--- config.mk ---
export PLATFORM = sky130hd
export DESIGN_NAME = pwm_rx
export DESIGN_NICKNAME = d
export VERILOG_FILES = /design/src/rtl/pwm_pkg.sv /design/src/rtl/pwm_popcount.sv /design/src/rtl/pwm_rx.sv
export SDC_FILE = /design/constraint.sdc
export NUM_CORES = 1
export LEC_CHECK = 0
export ABC_AREA = 1
export BUFFER_PORTS_ARGS = -buffer_cell sky130_fd_sc_hd__buf_2
export CAP_MARGIN = 5
export CORE_MARGIN = 4
export CORE_UTILIZATION = 30
export DETAILED_ROUTE_END_ITERATION = 12
export GPL_TIMING_DRIVEN = 0
export PLACE_DENSITY = 0.46
export SETUP_SLACK_MARGIN = 0.3
export SYNTH_ARGS = -nofsm -noshare
export SYNTH_HDL_FRONTEND = slang
export SYNTH_SLANG_ARGS = --single-unit
--- constraint.sdc ---
create_clock -name clk -period 9.2 [get_ports clk]
set_clock_uncertainty 0.2 [all_clocks]
set_input_delay 0.46 -clock clk [delete_from_list [all_inputs] [get_ports clk]]
set_output_delay 0.46 -clock clk [all_outputs]
set_load 0.1 [all_outputs]
--- src/rtl/pwm_pkg.sv ---
// Shared definitions for the PWM pattern generator / receiver pair.
// Holds the default pattern width, duty-count width and receiver state type.
package pwm_pkg;

  localparam int PWM_WIDTH = 16;
  localparam int PWM_CW    = $clog2(PWM_WIDTH) + 1;

  typedef enum logic {
    IDLE  = 1'b0,
    SHIFT = 1'b1
  } pwm_rx_state_t;

endpackage

--- src/rtl/pwm_popcount.sv ---
// Combinational ones-count of a WIDTH-bit word.
// The result is one bit wider than log2(WIDTH) so an all-ones word is representable.
module pwm_popcount
  import pwm_pkg::*;
#(
  parameter int WIDTH = PWM_WIDTH,
  parameter int CW    = $clog2(WIDTH) + 1
) (
  input  logic [WIDTH-1:0] value,
  output logic [CW-1:0]    count
);

  always_comb begin
    count = '0;
    for (int i = 0; i < WIDTH; i++) begin
      count = count + CW'(value[i]);
    end
  end

endmodule

--- src/rtl/pwm_rx.sv ---
// Serial receiver for the PWM pattern generator: rebuilds the rotating pattern,
// reports its duty and flags lock when consecutive frames match.
//
//   state | meaning
//   ------+------------------------------------------------------------
//   IDLE  | waiting for the first sof; sin is ignored
//   SHIFT | receiving frames back to back, cnt = index of next bit
module pwm_rx
  import pwm_pkg::*;
#(
  parameter int WIDTH = PWM_WIDTH,
  parameter int CW    = $clog2(WIDTH) + 1
) (
  input  logic             clk,
  input  logic             reset,
  input  logic             en,
  input  logic             sin,
  input  logic             sof,
  output logic [WIDTH-1:0] word,
  output logic             word_valid,
  output logic [CW-1:0]    duty,
  output logic             locked,
  output logic             frame_err
);

  localparam int CNTW = $clog2(WIDTH);
  localparam logic [CNTW-1:0] LAST_BIT = CNTW'(WIDTH - 1);

  pwm_rx_state_t    state;
  logic [CNTW-1:0]  cnt;
  logic [WIDTH-1:0] shreg;
  logic [WIDTH-1:0] prev;
  logic             have_prev;
  logic [WIDTH-1:0] next_word;
  logic [CW-1:0]    next_duty;

  // LSB arrives first, so after WIDTH right-shifts bit 0 sits at position 0.
  assign next_word = {sin, shreg[WIDTH-1:1]};

  pwm_popcount #(
    .WIDTH (WIDTH),
    .CW    (CW)
  ) u_popcount (
    .value (next_word),
    .count (next_duty)
  );

  always_ff @(posedge clk or posedge reset) begin
    if (reset) begin
      state      <= IDLE;
      cnt        <= '0;
      shreg      <= '0;
      prev       <= '0;
      have_prev  <= 1'b0;
      word       <= '0;
      duty       <= '0;
      word_valid <= 1'b0;
      locked     <= 1'b0;
      frame_err  <= 1'b0;
    end else begin
      word_valid <= 1'b0;
      frame_err  <= 1'b0;
      if (en) begin
        case (state)
          IDLE: begin
            if (sof) begin
              shreg <= {sin, {(WIDTH-1){1'b0}}};
              cnt   <= CNTW'(1);
              state <= SHIFT;
            end
          end
          SHIFT: begin
            if (sof && cnt != '0) begin
              // Misaligned frame: resync on this bit and forget lock history.
              frame_err <= 1'b1;
              shreg     <= {sin, {(WIDTH-1){1'b0}}};
              cnt       <= CNTW'(1);
              locked    <= 1'b0;
              have_prev <= 1'b0;
            end else begin
              shreg <= next_word;
              if (cnt == LAST_BIT) begin
                word       <= next_word;
                duty       <= next_duty;
                word_valid <= 1'b1;
                locked     <= have_prev && (next_word == prev);
                prev       <= next_word;
                have_prev  <= 1'b1;
                cnt        <= '0;
              end else begin
                cnt <= cnt + CNTW'(1);
              end
            end
          end
          default: state <= IDLE;
        endcase
      end
    end
  end

endmodule

==> results of run 1 <==
[worst max path at each step]
stage	startpoint	end	slack [ns]	cells after the start
finish	shreg[2]	duty[1]	5.13	13
detailed placement	sin	duty[1]	5.08	13
global route	shreg[2]	duty[4]	4.92	15
floorplan	shreg[1]	duty[1]	5.26	13
CTS	shreg[2]	duty[1]	5.08	13
global placement	sin	duty[1]	5.09	13
[cells in the final DEF, fill, tap and decap left out, types with 3 or more instances in the layout]
cell type,netlist,final
a21oi_1,3,3
buf_2,1,29
clkbuf_1,2,3
clkbuf_8,0,6
dfrtp_1,45,45
fa_1,10,10
ha_1,7,7
inv_1,53,52
nand2_1,93,93
nand3_1,7,7
nor2_1,13,13
o21ai_0,18,18
o21ai_2,4,4
o22ai_1,15,15
[per-layer routing]
metal / track usage / share of wire
met5: 0 / 0
met4: 0.0256 / 0.0086
met3: 0.0250 / 0.038
met2: 0.196 / 0.46
met1: 0.172 / 0.49
[area by class of cell]
class | count | area share
Buffer | 7 | 0.0179
Inverter | 54 | 0.0723
Clock buffer | 7 | 0.0308
Multi-Input combinational cell | 178 | 0.371
Tap cell | 102 | 0.0455
Timing Repair Buffer | 30 | 0.0607
Sequential cell | 45 | 0.402
[per-stage QoR]
stage	instance area (µm²)	total power, mW
detailed placement	2710	0.427
floorplan	2420	0.390
global route	2800	0.580
finish	2800	0.545
CTS	2800	0.554
global placement	2690	0.426
[report_power, final]
| part | switching (mW) | internal [mW] | total, mW |
|---|---|---|---|
| Sequential | 0.0174 | 0.217 | 0.235 |
| Combinational | 0.145 | 0.0419 | 0.187 |
| Clock | 0.0635 | 0.0597 | 0.123 |
| Total | 0.226 | 0.319 | 0.545 |
[registers in the layout (all words and copies together) (netlist names)]
| register | count |
|---|---|
| prev | 16 |
| state | 1 |
| locked | 1 |
| duty | 5 |
| word_valid | 1 |
| shreg | 15 |
| frame_err | 1 |
| have_prev | 1 |
| cnt | 4 |
[cells by family after synthesis]
family	synth area share
xor gates and xnor gates	0.00724
AOI/OAI and AO/OA	0.109
buffers and inverters	0.104
and+or+nand+nor	0.195
adders and majority gates	0.119
DFF	0.466
[worst max-delay path, delay by kind of cell, from the launching register on]
| kind | cells | cell delay, ns |
|---|---|---|
| adders and majority gates | 7 | 2.99 |
| DFF | 1 | 0.42 |
| buffers and inverters | 4 | 0.24 |
| and+or+nand+nor | 2 | 0.12 |
[timing repair]
| item | CTS | global route |
|---|---|---|
| hold buffers | 1 | 0 |
| setup buffers | 0 | 0 |
| gates resized for setup | 0 | 0 |
| hold endpoints to repair | 6 | 0 |
==> impl_metrics.yaml, run 1 <==
run_status:
  outcome: "finished, final reports clean"
min_path:
  worstHoldStart: "en"
  min_path_type: "input port to flip-flop"
  holdPathStages: 3
  whs_endpoint: "state"
floorplanning:
  die_y_um: 97.8
  ios: 29
  initial_core_util: 0.311
  die_area_um2: 9560
  coreArea_um2: 7770
  row_count: 32
  die_x_um: 97.8
timing:
  worst_slew_pin_slew_ns: 0.481
  fmax_mhz: 245
  period_share: 0.443
  timing.final.ws_setup_ns: 5.13
  min_period_ns: 4.07
  fin_hold_ws_ns: 0.210
  setup_viol: 0
  setup_tns_ns: 0
  hold_viol: 0
  rsz0062_at_grt: "no"
  maxSlewHeadroom: 0.679
  finalMaxSlewViolations: 0
yosys:
  syn_area_per_cell_um2: 8.52
  synth_common_cells: "93 x nand2_1, 53 x inv_1, 45 x dfrtp_1"
  ys_seq_elements: 45
  synthArstFlopShare: 1.00
  yosysMostFrequentCell: "nand2_1"
  yosysSeqAreaShare: 0.466
  synthTopCellsByArea: "dfrtp_1 47%, nand2_1 14%, fa_1 8.3%, inv_1 8.2%, o22ai_1 3.9%"
  synth.distinct_cells: 23
  synth_area_um2: 2420
  synth_edf_count: 0
  synth_nets: 306
  yosysTopAreaCellShare: 0.466
  synth_ff_type: "dfrtp_1"
  syn_inst: 284
  synth_area_leader_cell: "dfrtp_1"
  yosysWarnings: 0
global_route:
  grt_pass1_vias: 1857
  grt_max_degree: 40
  grt_usage: 0.122
  antenna_found_initial: 0
  grt_overflow_total: 0
  grt_pass1_wl_um: 9320
cells_and_area:
  finalNetCount: 343
  drive_gt1_frac: 0.156
  multi_input_area_um2: 1040
  nFillCells: 809
  final_util: 0.361
  area_growth_pct: 15.9
  layout.cells.non_filler: 423
  antenna_cells: 0
  register_area_um2: 1130
critical_path:
  cpPeakStageDelay_ns: 0.52
  cp-start-kind: "flip-flop"
  crit_type: "flip-flop to flip-flop"
  crit_path_end_kind: "flip-flop"
  crit_path_cell_trace: "ha_1, inv_1, fa_1, inv_1, fa_1, fa_1, inv_1, fa_1, fa_1, inv_1, fa_1, nand2_1, nand2_1"
  reg2reg_depth: 13
  cp_slowest_cell: "fa_1"
  crit_fanout: 4
  ff2ff_setup_slack_ns: 5.13
  r2r_start: "shreg[2]"
  critPathArrivalTime_ns: 4.06
  cpMostUsedCell: "fa_1"
  reg2reg_to: "duty[1]"
  critPathRequiredTime_ns: 9.19
placement:
  preCtsSetupSlack_ns: 5.08
  dp_cells: 415
  portBuffers: 28
  dpl.hpwl_um: 4130
  place_congestion: 0.777
drt:
  drt_pre_antenna_iters: 4
  drt-initial-drc-count: 60
  via_per_inst: 4.29
  drtAntennaViolNets: 0
  vias: 1816
  wirelength_um: 5320
  drc: 0
  wl_per_cell_um: 12.6
pwr:
  cellLeakagePower_nw: 1.47
  power_density_nw_per_um2: 194
  irDropWorstVdd_mv: 0.0898
clock_network:
  ctsLongestPathBuffers: 2
  worstSkewPairLatency_ns: 0.29
  cts_tree: "yes"
  cts-root-buf: "clkbuf_8"
  cts.sinks: 45
  htreeDepth: 2
  numCtsBuffers: 5
  clk_pin_slew_ns: 0.08
run:
  drv_cap: 0
Power figures use the tool's default switching activity.
==> run 2: changes to the inputs <==
ABC_AREA = 0   (was 1)
PLACE_DENSITY = 0.47   (was 0.46)
clock period = 3.7 ns   (was 9.2 ns; I/O delays follow)
==> impl_metrics.yaml, run 2 <==
run_status:
  outcome: "finished, violations left"
  violations: "setup timing"
placement:
  preCtsSetupSlack_ns: -0.383
  place_congestion: 0.768
  dp_cells: 352
  portBuffers: 28
  dpl.hpwl_um: 3910
drt:
  wirelength_um: 5330
  via_per_inst: 4.48
  wl_per_cell_um: 14.6
  drtAntennaViolNets: 0
  drt-initial-drc-count: 82
  vias: 1630
  drc: 0
  drt_pre_antenna_iters: 4
floorplanning:
  row_count: 31
  coreArea_um2: 7410
  initial_core_util: 0.315
  die_y_um: 96.2
  ios: 29
  die_x_um: 96.2
  die_area_um2: 9250
critical_path:
  crit_path_end_kind: "flip-flop"
  cpPeakStageDelay_ns: 0.53
  crit_type: "flip-flop to flip-flop"
  critPathArrivalTime_ns: 4.02
  critPathRequiredTime_ns: 3.69
  cpMostUsedCell: "fa_1"
  crit_buf_inv: 4
  cp-start-kind: "flip-flop"
  cpLargestDelayFamily: "adder cells"
  cp_slowest_cell: "fa_1"
  crit_path_cell_trace: "ha_4, inv_2, fa_1, inv_1, fa_1, fa_1, inv_2, fa_1, fa_2, inv_2, fa_2, nand2_1, nand2_1"
  crit_fanout: 2
timing:
  maxSlewHeadroom: 0.677
  hold_viol: 0
  min_period_ns: 4.03
  fin_hold_ws_ns: 0.0297
  period_share: 1.09
  finalMaxSlewViolations: 0
  worst_slew_pin_slew_ns: 0.479
  timing.final.ws_setup_ns: -0.329
  fmax_mhz: 248
  setup_viol: 4
  rsz0062_at_grt: "yes"
global_route:
  grt_max_degree: 34
  grt_pass1_wl_um: 8760
  grt_usage: 0.127
  antenna_found_initial: 0
  grt_overflow_total: 0
  grt_pass1_vias: 1712
cells_and_area:
  largest_register: "prev"
  drive_gt1_frac: 0.268
  reg.largest.list: "prev (16), shreg (15), duty (5)"
  area_growth_pct: 19.3
  finalNetCount: 287
  layout_commonest_cell: "nand2_1"
  antenna_cells: 0
  layout.cells.non_filler: 364
  largest_reg_flops: 16
  final_cell_mix: "54 x nand2_1, 44 x dfrtp_1, 32 x buf_2"
yosys:
  syn_area_per_cell_um2: 10.4
  synth_ff_type: "dfrtp_1"
  yosysSeqAreaShare: 0.483
  synth_area_um2: 2330
  synth_nets: 246
  synth_common_cells: "54 x nand2_1, 45 x dfrtp_1, 25 x inv_1"
  yosysTopAreaCellShare: 0.483
  yosysWarnings: 0
  synth_edf_count: 0
  yosysMostFrequentCell: "nand2_1"
  ys_seq_elements: 45
  synth_area_leader_cell: "dfrtp_1"
  synthTopCellsByArea: "dfrtp_1 48%, nand2_1 8.7%, fa_1 8.6%, xor2_1 5.6%, a22o_2 4.7%"
  synth.distinct_cells: 35
  syn_inst: 224
  synthArstFlopShare: 1.00
min_path:
  min_path_type: "input port to flip-flop"
clock_network:
  cts_tree: "yes"
  ctsLongestPathBuffers: 2
  cts.sinks: 45
  numCtsBuffers: 5
  htreeDepth: 2
  cts-root-buf: "clkbuf_8"
  worstSkewPairLatency_ns: 0.30
  clk_pin_slew_ns: 0.08
run:
  drv_cap: 0
pwr:
  irDropWorstVdd_mv: 0.139
  power_density_nw_per_um2: 410
  cellLeakagePower_nw: 1.51
==> run 2: cell types whose count changed after synthesis, sizes merged, moves of 14 or more <==
| cell | previous run | this run |
|---|---|---|
| nand2 | 95 | 54 |
| inv | 54 | 26 |
| a22o | 0 | 16 |
| xor2 | 0 | 15 |
| o22ai | 15 | 1 |
==> run 2: worst paths after layout <==
| path | endpoint | start | depth (start not counted) | slack (ns) |
|---|---|---|---|---|
| max | duty[1] | shreg[2] | 13 | -0.33 |
| min | prev[15] | sin | 3 | 0.03 |
| max reg2reg | duty[1] | shreg[2] | 13 | -0.33 |
| min reg2reg | duty[1] | duty[1] | 2 | 0.29 |
| max in group asynchronous | prev[11] | reset | 4 | 2.64 |
| min in group asynchronous | state | reset | 3 | 0.18 |
==> run 2: per-stage QoR <==
| stage | total power, mW | TNS [ns] | instance area, µm² | utilization |
|---|---|---|---|---|
| after global placement | 0.833 | -1.66 | 2600 | 0.351 |
| after detailed placement | 0.832 | -1.45 | 2620 | 0.353 |
| after floorplan | 0.769 | -0.609 | 2330 | - |
| after CTS | 1.15 | -1.27 | 2760 | 0.373 |
| after global routing | 1.21 | -1.80 | 2780 | 0.376 |
| final | 1.14 | -1.14 | 2780 | 0.376 |
==> run 2: report_power, final <==
part / internal, mW / switching [mW] / total (mW)
Combinational: 0.108 / 0.169 / 0.277
Clock: 0.148 / 0.161 / 0.310
Sequential: 0.519 / 0.0333 / 0.553
Total: 0.776 / 0.364 / 1.14
==> run 2: timing repair <==
item,CTS,global route
endpoints found under the hold margin,46,0
cloned,0,0
gates resized for setup,5,5
endpoints found under the setup margin,5,5
setup buffers,2,0
hold buffers,3,0
pin swaps,0,4
==> run 2: routing by layer <==
layer / GRT usage / part of all wire
met4: 0.0355 / 0.0090
met5: 0 / 0
met1: 0.177 / 0.51
met3: 0.0313 / 0.049
met2: 0.194 / 0.43
==> run 2: final cells by class <==
class	count	area, µm²
repair buffers	34	205
plain buffers	9	61.3
inverters	26	97.6
fillers	743	4630
well taps	99	124
multi-input cells	144	1080
flip-flops and latches	45	1130
clock buffers	7	86.3
==> run 2: worst register-to-register path, cell delays in order (launching register included) <==
cell and delay [ns]:
dfrtp_2 0.43, ha_4 0.27, inv_2 0.03, fa_1 0.47, inv_1 0.05, fa_1 0.48, fa_1 0.53, inv_2 0.04
fa_1 0.46, fa_2 0.36, inv_2 0.06, fa_2 0.43, nand2_1 0.07, nand2_1 0.05
==> run 2: logic make-up (layout without fill, tap and decap cells) <==
logic type               count (synthesis)  in the layout  share of synthesized area
AND/OR/NAND/NOR                         70             70                      0.129
flip-flops                              45             45                      0.483
AO/OA/AOI/OAI                           39             39                      0.129
buffers and inverters                   35             76                     0.0681
adder cells (fa/ha/maj)                 17             17                      0.123
XOR/XNOR                                17             17                     0.0638
multiplexers                             1              1                    0.00429
